==> src/rtl/mv_mult_sequencer.sv <==
// Sequential 4x4 matrix-vector multiplier: one multiply-accumulate per cycle,
// with each row result offered to the consumer through a valid/ready handshake.
module mv_mult_sequencer #(
  parameter int unsigned COEF_W = 4,
  parameter int unsigned ELEM_W = 2,
  parameter int unsigned ACC_W  = 8
) (
  input  logic                clk,
  input  logic                rst,
  input  logic                cfg_we,
  input  logic [3:0]          cfg_addr,
  input  logic [COEF_W-1:0]   cfg_data,
  input  logic                start,
  input  logic [4*ELEM_W-1:0] vector,
  output logic                busy,
  output logic                row_valid,
  input  logic                row_ready,
  output logic [1:0]          row_idx,
  output logic [ACC_W-1:0]    row_data,
  output logic                done
);

  localparam int unsigned ProdW = COEF_W + ELEM_W;

  typedef enum logic [1:0] {StIdle, StCalc, StOut} state_e;

  state_e                state_q, state_d;
  logic [COEF_W-1:0]     coef_q [16];
  logic [4*ELEM_W-1:0]   vec_q, vec_d;
  logic [ACC_W-1:0]      acc_q, acc_d;
  logic [1:0]            row_q, row_d;
  logic [1:0]            col_q, col_d;
  logic                  done_q, done_d;

  logic [COEF_W-1:0]     coef_sel;
  logic [ELEM_W-1:0]     elem_sel;
  logic [ProdW-1:0]      prod;

  // The single multiplier: current coefficient times current vector element.
  always_comb begin
    coef_sel = coef_q[{row_q, col_q}];
    elem_sel = vec_q[col_q*ELEM_W +: ELEM_W];
    prod     = ProdW'(coef_sel) * ProdW'(elem_sel);
  end

  always_comb begin
    state_d = state_q;
    vec_d   = vec_q;
    acc_d   = acc_q;
    row_d   = row_q;
    col_d   = col_q;
    done_d  = 1'b0;
    unique case (state_q)
      StIdle: begin
        if (start) begin
          vec_d   = vector;
          acc_d   = '0;
          row_d   = '0;
          col_d   = '0;
          state_d = StCalc;
        end
      end
      StCalc: begin
        acc_d = acc_q + ACC_W'(prod);
        col_d = col_q + 2'd1;
        if (col_q == 2'd3) state_d = StOut;
      end
      StOut: begin
        if (row_ready) begin
          if (row_q == 2'd3) begin
            state_d = StIdle;
            done_d  = 1'b1;
          end else begin
            row_d   = row_q + 2'd1;
            col_d   = '0;
            acc_d   = '0;
            state_d = StCalc;
          end
        end
      end
      default: state_d = StIdle;
    endcase
  end

  always_ff @(posedge clk) begin
    if (rst) begin
      state_q <= StIdle;
      vec_q   <= '0;
      acc_q   <= '0;
      row_q   <= '0;
      col_q   <= '0;
      done_q  <= 1'b0;
      for (int i = 0; i < 16; i++) coef_q[i] <= '0;
    end else begin
      state_q <= state_d;
      vec_q   <= vec_d;
      acc_q   <= acc_d;
      row_q   <= row_d;
      col_q   <= col_d;
      done_q  <= done_d;
      // Coefficients are frozen while a product is in flight.
      if (cfg_we && state_q == StIdle) coef_q[cfg_addr] <= cfg_data;
    end
  end

  always_comb begin
    busy      = (state_q != StIdle);
    row_valid = (state_q == StOut);
    row_data  = row_valid ? acc_q : '0;
    row_idx   = row_valid ? row_q : '0;
    done      = done_q;
  end

endmodule

==> config.mk <==
export PLATFORM = sky130hd
export DESIGN_NAME = mv_mult_sequencer
export DESIGN_NICKNAME = d
export VERILOG_FILES = /design/src/rtl/mv_mult_sequencer.sv
export SDC_FILE = /design/constraint.sdc
export NUM_CORES = 1
export LEC_CHECK = 0
export CORE_ASPECT_RATIO = 1.5
export CORE_MARGIN = 2
export CORE_UTILIZATION = 45
export CTS_CLUSTER_DIAMETER = 40
export DETAILED_ROUTE_END_ITERATION = 16
export SLEW_MARGIN = 15
export SYNTH_ARGS = -nofsm -noshare
export SYNTH_HDL_FRONTEND = slang
export SYNTH_SLANG_ARGS = --single-unit
==> constraint.sdc <==
create_clock -name clk -period 9.75 [get_ports clk]
set_input_delay 1.95 -clock clk [delete_from_list [all_inputs] [get_ports clk]]
set_output_delay 1.95 -clock clk [all_outputs]
set_load 0.005 [all_outputs]
==> metrics.md <==
| Metric | Value |
|---|---|
| Hold Crit Class | reg2reg |
| Initial antenna violation count | 0 |
| Setup TNS | 0 ps |
| Reg clk slew, reported paths | 60 ps |
| Endpoints failing hold | 0 |
| Tcrit/Tclk final | 43.6% |
| Final GP Congestion | 0.793 |
| Worst setup margin | 5490 ps |
| Gates resized, CTS repair | 0 |
| Max Cap Viol | 0 |
| Largest net degree at the start of global routing | 40 |
| P per Cell Area | 163 nW/um^2 |
| Synth area leaders | edfxtp_1 (43%), and2_1 (11%), dfxtp_1 (10%), mux4_2 (9.1%), mux2i_1 (3.4%) |
| Placed standard-cell area | 4850 um^2 |
| Clock Tree Buf Depth | 2 |
| I/O pin cnt | 34 |
| Area share of xor/xnor cells in the synthesized design | 0.197% |
| Num CTS Buffers | 9 |
| Post-synthesis cell area | 4440 um^2 |
| Post-DP HPWL | 6.66 mm |
| Minimum clock period | 4260 ps |
| Top sig layer | met4 |
| Avg Vias per Cell | roughly 5.3 |
| # nets final | approximately 430 |
| CP endpoint kind | output port |
| Diodes inserted | 0 |
| Global-route wire length before repair | 14.5 mm |
| Cells after Synth | between 300 and 400 |
| Synth Area in Adders | roughly 4.3% |
| Compound-Gate Fraction of Synth Area | 4.57% |
| Slew @ Worst Pin | 901 ps |
| Port Buf Inserts | 33 |
| Hold-fix buffers, CTS | 0 |
| Num rows | 44 |
| # clock sinks | 87 |
| Antenna-violating nets left | 0 |
| Vias in the first global route | 2832 |
| RSZ-0062 raised after global routing | false |
| Yosys reg bits | 87 |
| Crit path launch type | flop |
| Grt ovf | 0 |
| CTS tree | done |
| Vert. Die Dim | 126 um |
| Critical Path RT | 7800 ps |
| Worst setup path class | reg2out |
| Area leader, netlist | edfxtp_1 |
| Die area | 10700 um^2 |
| Worst-path fanout max | 13 |
| Mapped Nets | 400 |
| Fraction of layout cells with a size suffix above 1 | 14.8% |
| Clock Latency Late Sink | 340 ps |
| Most common cell after layout, fill and taps aside | and2_1 |
| Metal3 WL | 308 um |
| Design area | 5180 um^2 |
| Fillers | 829 |
| Count of cell types in the netlist | 37 |
| Most frequent cells in the layout | and2_1 (76), edfxtp_1 (64), clkdlybuf4s50_1 (33) |
| LEAKAGE | ~2.0 nW |
| Top-area cell type share of the netlist area | 43.3% |
| Crit path arrival time | around 2300 ps |
| Pins Over Slew Limit | 0 |
| Post-synthesis simple-gate area fraction | 21.8% |
| Worst vdd ir | 0.100 mV |
| Fmax | 235 MHz |
| Initial Util | 46.0% |
| Worst slew margin | between 30 and 40% |
| Syn_area_per_cell | 12.1 um^2 |
| H-tree depth | 3 |
| Seq/Total Area, Yosys | 53.7% |
| DR WL/cell | 17.6 um |
| Post-synthesis mux area share | 12.5% |
| Area taken by multi-input logic gates | 1930 um^2 |
| Starting DRT DRC Count | 124 |
| WL met1 | about 3.4 mm |
| WL final | between 9 and 10 mm |
| Layout area overhead | 16.8% |
| Pre-antenna DRT Iters | 4 |
| Final setup vio count | 0 |
| Tot GR Track Use | 18.3% |
| Clock Root Buffer | clkbuf_16 |
| Die W | 85.1 um |
| Largest family of logic cells by synthesized area | simple AND/OR/NAND/NOR gates |
| Post-route DRC | 0 |
| Post-Place Worst Slack | 5570 ps |
| Core Footprint | 9630 um^2 |
| # Post-CTS Setup Buffers | 0 |
| Synth Warn # | 0 |
| Register area | 2380 um^2 |
| Status | finished, final reports clean |
| Setup Skew | 6.89 ps |
| DR vias | 2732 |
| Metal2 WL | 5.04 mm |
| Fin Hold WS | around 460 ps |
-- final timing paths --
| kind | startpoint | to | slack (ps) | cells after the start |
|---|---|---|---|---|
| worst min register to register | vec_q[7] | vec_q[7] | 460 | 2 |
| worst min-delay path | vec_q[7] | vec_q[7] | 460 | 2 |
| worst max-delay path | state_q[1] | row_data[0] | 5490 | 3 |
| worst max register to register | col_q[1] | acc_q[7] | 5880 | 13 |
-- per-stage QoR --
stage                     power, W  instances  utilization (%)
after floorplan           0.000466        366                -
after global placement    0.000493        499             50.4
after detailed placement  0.000494        499             50.4
after CTS                 0.000855        515             53.8
after global routing      0.000874        515             53.8
final                     0.000846        515             53.8
-- critical path: stages (launching register included) --
cell and delay (ps):
dfxtp_1 530, nor2b_1 710, and2_1 230, clkdlybuf4s50_1 500
-- synth_stat cells, drive strengths merged --
library cell  instances
and2                 76
edfxtp               64
nor2                 29
nand2                28
dfxtp                23
mux4                 18
or2                  17
mux2i                15
inv                  14
a21oi                12
clkbuf               12
ha                    9
a22oi                 6
buf                   5
nand2b                5
nor3                  5
fa                    4
a211o                 3
nor2b                 3
nand3b                2
o211ai                2
o21a                  2
a211oi                1
a21o                  1
a32oi                 1
and4b                 1
and4bb                1
nand3                 1
nor3b                 1
nor4b                 1
o21ba                 1
o31ai                 1
or3b                  1
xnor2                 1
-- sequential cells by signal, indices dropped and copies added (netlist names) --
name and flops:
col_q 2, acc_q 8, row_q 2, state_q 2
done 1, vec_q 8, coef_q 64
-- metal layers --
layer  vias up  track usage (%)
met4         0             8.96
met2        60             33.6
li1       1342                -
met3        21             4.09
met1      1309             19.3
met5         -                0
-- cells by family (layout without fill, tap and decap cells) --
group	Yosys count	in the layout
compound gates	30	30
simple gates	171	171
mux	33	33
xor+xnor	1	1
buf+inv	31	65
flops	87	87
fa+ha+maj	13	13
-- area by class of cell --
| cell class | instances | area share (%) |
|---|---|---|
| flip-flops and latches | 87 | 46.0 |
| inverters | 14 | 1.01 |
| multi-input cells | 248 | 37.2 |
| clock buffers | 13 | 6.06 |
| repair buffers | 35 | 6.66 |
| clock inverters | 3 | 0.314 |
| well taps | 115 | 2.78 |
-- power by group --
group          internal [W]  switching, W
combinational     0.0000312     0.0000363
sequential         0.000410    0.00000666
clock              0.000225      0.000136
total              0.000667      0.000179
No activity file was read; power rests on OpenSTA's default activity.
